$ cat src/rtl/count_seq_pkg.sv
// Shared types for the count sequencer: FSM state encoding and default counter width.
// The state values are visible on the debug LEDs, so their encoding is fixed.
package count_seq_pkg;

  localparam int DEFAULT_CNT_W = 4;
  localparam int STATE_W       = 3;

  typedef enum logic [STATE_W-1:0] {
    ST_IDLE  = 3'd0,
    ST_LOAD  = 3'd1,
    ST_RUN   = 3'd2,
    ST_PAUSE = 3'd3,
    ST_DONE  = 3'd4
  } state_t;

  function automatic logic is_busy(input state_t st);
    return (st == ST_LOAD) || (st == ST_RUN) || (st == ST_PAUSE);
  endfunction

endpackage

$ cat src/rtl/count_seq_edge.sv
// Registered rising-edge detector: pulse is high while in is high and was low last cycle.
module edge_rise (
  input  logic clk,
  input  logic reset,
  input  logic in,
  output logic pulse
);

  logic prev;

  // prev clears on reset so a level held through reset yields one edge afterwards
  always_ff @(posedge clk) begin
    if (reset) begin
      prev <= 1'b0;
    end else begin
      prev <= in;
    end
  end

  assign pulse = in & ~prev;

endmodule

$ cat src/rtl/count_sequencer.sv
// Control FSM pacing an external down-counter with a prescaler tick and start/pause edges.
// Optional: define COUNT_SEQ_AUTORELOAD_EN to reload the last start value after each DONE.
module count_sequencer
  import count_seq_pkg::*;
#(
  parameter int TICK_DIV = 25_000_000,
  parameter int CNT_W    = DEFAULT_CNT_W
) (
  input  logic             clk,
  input  logic             reset,
  input  logic             start,
  input  logic             pause,
  input  logic [CNT_W-1:0] start_value,
  input  logic [CNT_W-1:0] count,
  output logic             cnt_load,
  output logic [CNT_W-1:0] cnt_load_val,
  output logic             cnt_en,
  output logic             busy,
  output logic             done,
  output logic [2:0]       state
);

  localparam int             PW        = $clog2(TICK_DIV);
  localparam logic [PW-1:0]  TICK_LAST = PW'(TICK_DIV - 1);

  state_t           cur_state;
  state_t           nxt_state;
  logic [PW-1:0]    presc;
  logic [PW-1:0]    presc_nxt;
  logic [CNT_W-1:0] val_nxt;
  logic             load_nxt;
  logic             en_nxt;
  logic             done_nxt;
  logic             start_rise;
  logic             pause_rise;
  logic             tick;

  edge_rise u_start_edge (
    .clk   (clk),
    .reset (reset),
    .in    (start),
    .pulse (start_rise)
  );

  edge_rise u_pause_edge (
    .clk   (clk),
    .reset (reset),
    .in    (pause),
    .pulse (pause_rise)
  );

  assign tick = (presc == TICK_LAST);

  // Next-state logic; start outranks pause, and a pause edge in RUN suppresses that cycle's tick
  always_comb begin
    nxt_state = cur_state;
    presc_nxt = presc;
    val_nxt   = cnt_load_val;
    en_nxt    = 1'b0;
    done_nxt  = 1'b0;

    case (cur_state)
      ST_IDLE: begin
        if (start_rise) begin
          val_nxt   = start_value;
          nxt_state = ST_LOAD;
        end
      end

      ST_LOAD: begin
        presc_nxt = '0;
        nxt_state = ST_RUN;
      end

      ST_RUN: begin
        if (start_rise) begin
          val_nxt   = start_value;
          nxt_state = ST_LOAD;
        end else if (pause_rise) begin
          nxt_state = ST_PAUSE;
        end else if (tick) begin
          presc_nxt = '0;
          if (count == '0) begin
            done_nxt  = 1'b1;
            nxt_state = ST_DONE;
          end else begin
            en_nxt = 1'b1;
          end
        end else begin
          presc_nxt = presc + 1'b1;
        end
      end

      ST_PAUSE: begin
        if (start_rise) begin
          val_nxt   = start_value;
          nxt_state = ST_LOAD;
        end else if (pause_rise) begin
          nxt_state = ST_RUN;
        end
      end

      ST_DONE: begin
        if (start_rise) begin
          val_nxt   = start_value;
          nxt_state = ST_LOAD;
        end else begin
`ifdef COUNT_SEQ_AUTORELOAD_EN
          nxt_state = ST_LOAD;
`else
          nxt_state = ST_DONE;
`endif
        end
      end

      default: begin
        nxt_state = ST_IDLE;
      end
    endcase

    load_nxt = (nxt_state == ST_LOAD);
  end

  // Strobes are registered alongside the state so each lasts exactly one cycle
  always_ff @(posedge clk) begin
    if (reset) begin
      cur_state    <= ST_IDLE;
      presc        <= '0;
      cnt_load_val <= '0;
      cnt_load     <= 1'b0;
      cnt_en       <= 1'b0;
      done         <= 1'b0;
    end else begin
      cur_state    <= nxt_state;
      presc        <= presc_nxt;
      cnt_load_val <= val_nxt;
      cnt_load     <= load_nxt;
      cnt_en       <= en_nxt;
      done         <= done_nxt;
    end
  end

  assign busy  = is_busy(cur_state);
  assign state = cur_state;

endmodule

$ cat config.mk
export PLATFORM = sky130hd
export DESIGN_NAME = count_sequencer
export DESIGN_NICKNAME = d
export VERILOG_FILES = /design/src/rtl/count_seq_pkg.sv /design/src/rtl/count_seq_edge.sv /design/src/rtl/count_sequencer.sv
export SDC_FILE = /design/constraint.sdc
export NUM_CORES = 1
export LEC_CHECK = 0
export CAP_MARGIN = 20
export CORE_MARGIN = 8
export CORE_UTILIZATION = 49
export DETAILED_ROUTE_END_ITERATION = 8
export PLACE_DENSITY = 0.81
export SYNTH_ARGS = -nofsm -noshare
export SYNTH_HDL_FRONTEND = slang
export SYNTH_SLANG_ARGS = --single-unit
$ cat constraint.sdc
create_clock -name clk -period 1.7 [get_ports clk]
set_clock_uncertainty 0.1 [all_clocks]
set_input_delay 0.17 -clock clk [delete_from_list [all_inputs] [get_ports clk]]
set_output_delay 0.17 -clock clk [all_outputs]
set_load 0.02 [all_outputs]
# Yosys cells after proc, flatten, opt, wreduce, memory -nomap -nowiden
# Cells that the tools add are included.
# totals
ff_bits	37
input_bits	12
output_inout_bits	11
wordCells	47
# classes
n_addsub	1
eq_ne	8
muxes	15
bitwise	6
n_reduce_logical	9
# op_table
cell	count
2-to-1 mux 25 bit	3
one-hot mux 25 bit (2 select lines)	1
adder 25 x 1 -> 25 bit, second input constant	1
equality test 25 bit, second input constant	1
2-to-1 mux 3 bit	8
one-hot mux 3 bit (5 select lines)	1
equality test 3 x 1 -> 1 bit, second input constant	2
equality test 3 x 2 -> 1 bit, second input constant	2
OR reduction 5 bit	1
zero test 4 bit	1
inequality test 2 bit, second input constant	2
NOT 1 bit	4
OR reduction 4 bit	1
equality test 3 bit, second input constant	1
zero test 3 bit	1
AND reduction 3 bit	1
bitwise AND 1 bit	2
logical OR 1 bit	2
2-to-1 mux 1 bit	2
AND reduction 2 bit	1
nonzero test 2 bit	1

# Depth between registers and ports, before layout
# Gate-level depths: netlist (run 1).
# depth
word_depth	7
ltp_mapped	7
depth_no_buf	6

# Cells and area by module
# From an unflattened synthesis (run 1), not the netlist that was laid out.
# hier_totals
cells_unflattened	202
area_unflattened_um2	1820.5
# by_module_without_submodules
module	instances	cells_each	area_each_um2
count_sequencer	1	196	1725.4
edge_rise	2	3	47.5

# Worst setup path after synthesis (run 1)
# OpenSTA, ideal clock, no wires.
# synth_path
path_type	reg-to-reg
from	register cur_state[0], in the netlist state[0]
to	register presc[10]
t_arrival_ps	1774
t_required_ps	1526
slack_ps	-248
stages_incl_launch_ff	7
period_less_slack_ps	1948
cell_sequence	dfxtp_1 buf_4 or3b_4 o41ai_4 nand3_1 or4_1 a31oi_1
# synth_between
elab_chain_len	3
word_cells_on_any_way	7
classes_between	eq/ne: 4; mux: 1; reduce/logical: 2
# synth_lines
item	line_no	rtl
start: declaration	count_sequencer.sv:26	state_t cur_state;
start signal: assignment	count_sequencer.sv:134	cur_state <= nxt_state;
equality test 3 x 2 -> 1 bit / equality test 3 x 1 -> 1 bit (equally long branches)	count_sequencer.sv:62	case (cur_state)
inequality test 2 bit (no source line) / nonzero test 2 bit (equally long branches)	-	
AND reduction 3 bit (no source line)	-	
end signal: assignment	count_sequencer.sv:135	presc <= presc_nxt;
end: declaration	count_sequencer.sv:28	logic [PW-1:0] presc;
# Parallel ways exist; a longest one is shown, timed or not.
# A chain may end at the register's enable or synchronous reset.

# Final worst setup path (run 1)
# layout_path
from	register cur_state[0], in the netlist state[0]
to	register presc[21]
# Same word-level chain as after synthesis.

==> qor.yml, run 1 <==
outcome:
  status: "complete, but fails checks"
  violations: "setup timing"
floorplanning:
  io_pins: 23
  num_rows: 21
  start_util: 0.519
  die-height_um: 75.9
  dieArea_sq_mm: 0.00576
  core_area_sq_mm: 0.00339
  die_x_um: 75.9
worst_setup_path:
  r2r_start: "state[0]"
  r2r-end: "presc[21]"
  cp_top_family: "compound AO/OA/AOI/OAI gates"
  end_kind: "flop"
  cp.required_ns: 1.86
  slowest_stage: "o41a_1"
  max_stage_delay_ns: 0.47
  crit_arrival_ns: 1.98
  rrSetupSlack_ns: -0.12
  worstPathMaxFanout: 10
  worstSetupPathType: "flop to flop"
  critPathLaunchType: "flop"
  reg2regPathDepth: 6
  crit_chain: "buf_4 > o41a_1 > buf_12 > nor4b_4 > xnor2_1 > nor2_1"
  path_buf_inv: 2
timing:
  tightest_slew_ns: 0.495
  layout_setup_ws_ns: -0.122
  rsz0062_at_grt: "yes"
  slew_headroom: 0.667
  hold_viol_final: 0
  fin_crit_sh: 1.07
  drv_slew: 0
  setup_viol: 16
  fin_crit_ns: 1.82
  fmax_mhz: 549
layout:
  diodes: 0
  fillers: 230
  layoutNonFillerInstCount: 306
  final_net_count: 272
  fin_util: 0.784
  drive_gt1_frac: 0.377
  syn2layout_area_growth_pct: 51.2
clock_network:
  cts_tree: "done"
  cts_max_level: 2
  cts_buffers: 5
  path_clk_slew_ns: 0.11
  cts.sinks: 37
  clock_path_buffers: 2
  clockRootBuffer: "clkbuf_4"
  hold_buffers: 0
  clk_latency_ns: 0.35
synthesis:
  synthArstFlopShare: 0
  syn_inst: 188
  syn-cell-area_sq_mm: 0.00176
  synth_nets: 201
  yosys.cell_types.count: 45
  ys_ff_latch: 37
  syn_avg_cell_area_sq_um: 9.35
  yosys_warnings: 0
  synth_ff_type: "dfxtp_1"
  yosysSeqAreaShare: 0.421
  synth_edf_count: 0
min_path:
  hold_end: "u_start_edge.prev"
  min_path_type: "input port to flop"
  holdPathStages: 2
  min_from: "start"
placed_design:
  numPortBuffers: 22
  place_ws_ns: -0.373
  place.gp.congestion: 0.829
  hpwl_mm: 2.75
  dp.cells: 285
global_route:
  antenna_found_initial: 0
  grt_pass1_vias: 1505
  grt_overflow: 0
  grt_max_degree: 19
  grt_usage: 0.153
  grt_first_pass_wirelength_mm: 6.68
route:
  firstDrtPassIters: 4
  via_per_inst: 5.19
  drt-total-wl_mm: 4.41
  initialDrtViolationCount: 55
  routed-via-count: 1589
  wl_per_cell_um: 14.4
  drc: 0
  ant_nets: 0
pwr:
  powerDensity_mw_per_mm2: 660
  ir_drop_mv: 0.490
  p_leak_uw: 0.00115
job:
  cap_violations: 0
## how the worst max path moves through the flow
stage / to / cells after the start / start
after global routing: presc[10] / 5 / state[0]
after floorplan: presc[10] / 5 / state[2]
after global placement: presc[21] / 7 / pause
after CTS: presc[21] / 6 / state[2]
final: presc[21] / 6 / state[0]
after detailed placement: presc[20] / 7 / pause
## metal layers
layer  share of wire  GRT usage
met2            0.50      0.271
met5               0          0
met1            0.41      0.164
met3           0.066     0.0487
met4           0.019     0.0576
## flip-flops by register name, indices dropped and copies added (netlist names)
name	flops
cnt_load	1
cnt_en	1
cnt_load_val	4
done	1
u_pause_edge.prev	1
state	3
u_start_edge.prev	1
presc	25
## worst reg2reg max path, cell delays in order, from the launching register on
cell	delay, ns
dfxtp_4	0.37
buf_4	0.14
o41a_1	0.47
buf_12	0.18
nor4b_4	0.26
xnor2_1	0.15
nor2_1	0.06
## cell usage in the layout, fill, tap and decap left out, types with 2 or more instances in the layout
master,count
buf_4,42
nor2_1,31
dfxtp_1,28
clkdlybuf4s50_1,19
xor2_1,13
nand4_1,10
xnor2_1,10
nand2_1,8
buf_6,8
nor2b_1,7
dfxtp_2,7
nand3_1,5
clkbuf_4,5
and3_1,4
mux2i_1,4
and2_4,3
nor4b_4,3
dlygate4sd2_1,3
and4_1,2
nor4_4,2
o21ai_1,2
and4_4,2
nor3_2,2
nand2_2,2
a21oi_1,2
nor3_4,2
clkbuf_1,2
buf_12,2
dfxtp_4,2
## synthesized netlist by cell type, drive strengths merged, types with 5 or more instances
master  number  area [sq um]
xnor2       10          87.6
nand2       10          37.5
dfxtp       37           741
nand4       10          62.6
buf          5          33.8
nor2        32           120
clkbuf       5          20.0
and3         5          31.3
xor2        14           123
nand3        7          35.0
nor2b        8          50.1
## cells by family (layout without fill, tap and decap cells)
logic type	count (synthesis)	count (layout)	synth area share
simple gates	101	101	0.344
flops	37	37	0.421
xor+xnor	24	24	0.120
compound gates	11	11	0.0548
buf+inv	10	82	0.0306
mux	4	4	0.0228
fa+ha+maj	1	1	0.00712
## power breakdown
part	total [uW]	switching (uW)	internal (uW)	leakage [uW]
Combinational	361	168	193	0.000813
Clock	493	289	204	0.0000326
Sequential	902	15.3	886	0.000305
## timing repair
| action | 4_1_cts | 5_1_grt |
|---|---|---|
| endpoints found under the hold margin | 0 | 0 |
| resized for setup | 13 | 30 |
| pin swaps | 3 | 14 |
| buffers inserted | 3 | 10 |
| endpoints found under the setup margin | 30 | 29 |
| gates cloned | 0 | 0 |
## metrics by stage
step / cell area (sq um) / hold WS [ns] / power (uW) / TNS [ns]
final: 2660 / 0.313 / 1760 / -0.729
after CTS: 2460 / 0.281 / 1700 / -0.271
after global routing: 2660 / 0.302 / 1830 / -2.12
after detailed placement: 2350 / 0.377 / 1210 / -7.87
after global placement: 2350 / 0.373 / 1210 / -7.43
after floorplan: 1820 / 0.198 / 1080 / -0.943
## final cells by class
type / instances / area (sq um) / area share
Multi-Input combinational cell: 141 / 1120 / 0.423
Sequential cell: 37 / 757 / 0.285
Timing Repair Buffer: 74 / 662 / 0.249
Clock buffer: 8 / 58.8 / 0.0221
Tap cell: 46 / 57.6 / 0.0216
No activity file was read; power rests on OpenSTA's default activity.
==> run 2: changes to the inputs <==
CORE_UTILIZATION = 54   (was 49)
PLACE_DENSITY = 0.84   (was 0.81)
clock period = 2 ns   (was 1.7 ns; I/O delays follow)
==> run 2 against run 1 <==
  * The run now ends clean
  * Largest power group unchanged
  * Highest routed layer unchanged
  * Sequential power shrank 15%
  * Combinational power shrank 39%
  * Total power shrank 23%
==> qor.yml, run 2 (synthesis results as in run 1) <==
route:
  firstDrtPassIters: 4  # unchanged
  ant_nets: 0  # unchanged
  drc: 0  # unchanged
  routed-via-count: 1448  # was 1589
  wl_per_cell_um: 14.5  # was 14.4 um
  drt-total-wl_mm: 3.78  # was 4.41 mm
  via_per_inst: 5.55  # was 5.19
  initialDrtViolationCount: 82  # was 55
worst_setup_path:
  crit_chain: "ha_1 > and4b_1 > nand4_1 > o21ai_1 > or4_1 > a31oi_1"  # was buf_4 > o41a_1 > buf_12 > nor4b_4 > xnor2_1 > nor2_1
  worstSetupPathType: "flop to flop"  # unchanged
  crit_arrival_ns: 2.04  # was 1.98 ns
  reg2regPathDepth: 6  # unchanged
  max_stage_delay_ns: 0.50  # was 0.47 ns
  end_kind: "flop"  # unchanged
  worstPathMaxFanout: 4  # was 10
  cp.required_ns: 2.18  # was 1.86 ns
  critPathLaunchType: "flop"  # unchanged
  slowest_stage: "or4_1"  # was o41a_1
timing:
  setup_viol: 0  # was 16
  fin_crit_sh: 0.933  # was 1.07
  drv_slew: 0  # unchanged
  fin_crit_ns: 1.87  # was 1.82 ns
  fmax_mhz: 536  # was 549 MHz
  hold_ws_ns: 0.328  # was 0.313 ns
  slew_headroom: 0.644  # was 0.667
  tightest_slew_ns: 0.531  # was 0.495 ns
  hold_viol_final: 0  # unchanged
  rsz0062_at_grt: "no"  # was yes
  layout_setup_ws_ns: 0.134  # was -0.122 ns
layout:
  layoutNonFillerInstCount: 261  # was 306
  fillers: 262  # was 230
  diodes: 0  # unchanged
  drive_gt1_frac: 0.115  # was 0.377
  largest_reg_flops: 25  # unchanged
  final_cell_area_sq_mm: 0.00211  # was 0.00266 sq mm
  syn2layout_area_growth_pct: 20.3  # was 51.2%
  fin_util: 0.687  # was 0.784
  top_register: "presc"  # unchanged
  final_common_cell: "dfxtp_1"  # was buf_4
  final_net_count: 229  # was 272
  most-common-layout-cells: "dfxtp_1, nor2_1, clkdlybuf4s50_1"  # was buf_4, nor2_1, dfxtp_1
pwr:
  ir_drop_mv: 0.371  # was 0.490 mV
  p_leak_uw: 0.000796  # was 0.00115 uW
  powerDensity_mw_per_mm2: 643  # was 660 mW/mm^2
clock_network:
  cts_tree: "done"  # unchanged
  clockRootBuffer: "clkbuf_4"  # unchanged
  cts_max_level: 2  # unchanged
  cts_buffers: 5  # unchanged
  clock_path_buffers: 2  # unchanged
  cts_setup_buffers: 0  # was 3
  hold_buffers: 0  # unchanged
  path_clk_slew_ns: 0.11  # about the same
  clk_latency_ns: 0.34  # was 0.35 ns
  cts.sinks: 37  # unchanged
floorplanning:
  die_x_um: 73.1  # was 75.9 um
  start_util: 0.571  # was 0.519
  io_pins: 23  # unchanged
  num_rows: 20  # was 21
  core_area_sq_mm: 0.00308  # was 0.00339 sq mm
  dieArea_sq_mm: 0.00534  # was 0.00576 sq mm
  die-height_um: 73.1  # was 75.9 um
placed_design:
  place_ws_ns: -0.135  # was -0.373 ns
  place.gp.congestion: 0.802  # was 0.829
  place_area_sq_mm: 0.00206  # was 0.00235 sq mm
  hpwl_mm: 2.86  # was 2.75 mm
  numPortBuffers: 22  # unchanged
  dp.cells: 253  # was 285
global_route:
  grt_pass1_vias: 1429  # was 1505
  grt_first_pass_wirelength_mm: 6.25  # was 6.68 mm
  grt_overflow: 0  # unchanged
  grt_max_degree: 26  # was 19
  antenna_found_initial: 0  # unchanged
  grt_usage: 0.149  # was 0.153
job:
  cap_violations: 0  # unchanged
outcome:
  status: "completed"  # was complete, but fails checks
min_path:
  holdPathStages: 2  # unchanged
  min_path_type: "input port to flop"  # unchanged
[run 2: cell types whose count changed in the layout (fill, tap and decap cells not counted), sizes merged]
cell,previous run,this run
dlymetal6s2s,0,1
clkdlybuf4s50,19,21
buf,52,9
dlygate4sd2,3,0
[run 2: power breakdown]
part	switching, uW	internal, uW
Combinational	115	106
Sequential	12.4	754
Clock	232	140
Total	360	1000
[run 2: timing repair]
item / in CTS / in global routing
pin swaps: 0 / 1
endpoints found under the hold margin: 0 / 0
resized for setup: 1 / 3
setup endpoints to repair: 1 / 26
[run 2: cell type report]
cell class	count	area (sq um)	area share
clock buffer	8	48.8	0.0231
sequential	37	742	0.351
multi-input combinational	141	966	0.457
tap	44	55.1	0.0260
timing repair buffer	31	303	0.143
[run 2: critical path: cells and delay by family, from the launching register on]
| kind | cells | cell delay [ns] |
|---|---|---|
| simple gates | 3 | 0.85 |
| flops | 1 | 0.34 |
| compound gates | 2 | 0.27 |
| fa+ha+maj | 1 | 0.24 |
[run 2: worst paths after layout]
check | end | slack (ns) | start
min | u_pause_edge.prev | 0.33 | pause
max | presc[10] | 0.13 | presc[0]
max reg2reg | presc[10] | 0.13 | presc[0]
min reg2reg | presc[1] | 0.38 | presc[1]
[run 2: per-stage QoR]
stage,setup TNS (ns),total power [uW]
final,0,1360
after global routing,0,1410
after CTS,0,1370
after detailed placement,-2.19,1000
after global placement,-1.35,994
after floorplan,0,913
[run 2: per-layer routing]
layer	vias to the layer above	wire length (um)	part of all wire	global-route usage
met5	-	0	0	0
met3	9	249	0.066	0.0467
met1	693	1610	0.43	0.154
li1	708	-	-	-
met2	38	1850	0.49	0.265
met4	0	70	0.019	0.0711
==> RTL edit: new RTL, settings of run 2 <==
Change the package constant `DEFAULT_CNT_W` from 4 to 6.
--- a/src/rtl/count_seq_pkg.sv
+++ b/src/rtl/count_seq_pkg.sv
@@ -2,7 +2,7 @@
 // The state values are visible on the debug LEDs, so their encoding is fixed.
 package count_seq_pkg;
 
-  localparam int DEFAULT_CNT_W = 4;
+  localparam int DEFAULT_CNT_W = 6;
   localparam int STATE_W       = 3;
 
   typedef enum logic [STATE_W-1:0] {
Ports: changed (resized cnt_load_val, count and start_value); port bits go from 23 to 29. No check against the original RTL was run, so the function may have changed too.
==> RTL edit against run 2 <==
  * Design area is 11% higher
  * Total power is 10% higher
  * Wire length is 8.0% higher
  * Fmax is 1.4% lower
  * Critical path type unchanged
  * Global-route usage is 1.4 points higher
  * Largest cell class unchanged
  * Synthesized area is 5.3% higher
  * Critical path depth is 1 lower
  * Sequential cell count is 2 higher
  * Highest routed layer unchanged
  * Worst setup slack worse by 0.027 ns
==> RTL edit: results (changes against run 2) <==
| Metric | Value |
|---|---|
| Multi-input comb cells | `155 (was 141)` |
| Hold path startpoint | `start (was pause)` |
| Synth area leaders | `dfxtp_1, nor2_1, xnor2_1 (was dfxtp_1, xor2_1, nor2_1)` |
| Port-buffer cells | `28 (was 22)` |
| Die X | `74.5 um (was 73.1 um)` |
| Distinct cells, synth | `43 (was 45)` |
| Initial DRC count | `63 (was 82)` |
| Net Sw Power | `403 uW (was 360 uW)` |
| Post-synthesis xor/xnor area fraction | `9.47% (was 12.0%)` |
| Status | `finished, final reports clean (unchanged)` |
| #FFs+latches synth | `39 (was 37)` |
| Dpl cells | `287 (was 253)` |
| Resize count post-CTS | `0 (was 1)` |
| Worst stage delay on the critical path | `0.53 ns (was 0.50 ns)` |
| Number of nets in the layout | `265 (was 229)` |
| Synth top cells by count | `dfxtp_1, nor2_1, xnor2_1, nand2_1 (was dfxtp_1, nor2_1, xor2_1)` |
| Vias post-DR | `1,587 (was 1,448)` |
| Detail Placement HPWL | `3100 um (was 2860 um)` |
| CP Max Fanout | `7 (was 4)` |
| Relative slew slack | `54.0% (was 64.4%)` |
| Syn avg cell area | `9.07 um2 (was 9.35 um2)` |
| Clock Buffer Count | `6 (was 8)` |
| # fillers | `292 (was 262)` |
| Syn Nets | `221 (was 201)` |
| Critical Path Slowest Stage Cell | `or4b_1 (was or4_1)` |
| Worst Reg-to-Reg Cells | `5 (was 6)` |
[RTL edit: cell count changes after synthesis, sizes merged, moves of 3 or more]
cell | run 2 | this run
clkbuf | 5 | 2
nor2 | 32 | 36
nor3 | 4 | 7
xor2 | 14 | 5
xnor2 | 10 | 15
nand2 | 10 | 14
nor4b | 4 | 7
o21ai | 2 | 5
nand4 | 10 | 7
[RTL edit: final timing paths]
check	to	slack, ns
setup reg to reg	presc[9]$_SDFFE_PP0P_	0.11
hold reg to reg	presc[1]$_SDFFE_PP0P_	0.40
setup / recovery	presc[9]$_SDFFE_PP0P_	0.11
hold / removal	u_start_edge.prev$_SDFF_PP0_	0.33
[RTL edit: routing by layer]
layer / GRT usage (%) / vias to the layer above / part of all wire [%]
li1: - / 806 / -
met1: 17.4 / 738 / 44
met2: 28.0 / 33 / 48
met3: 5.53 / 10 / 6.6
met4: 8.26 / 0 / 1.8
met5: 0 / - / 0
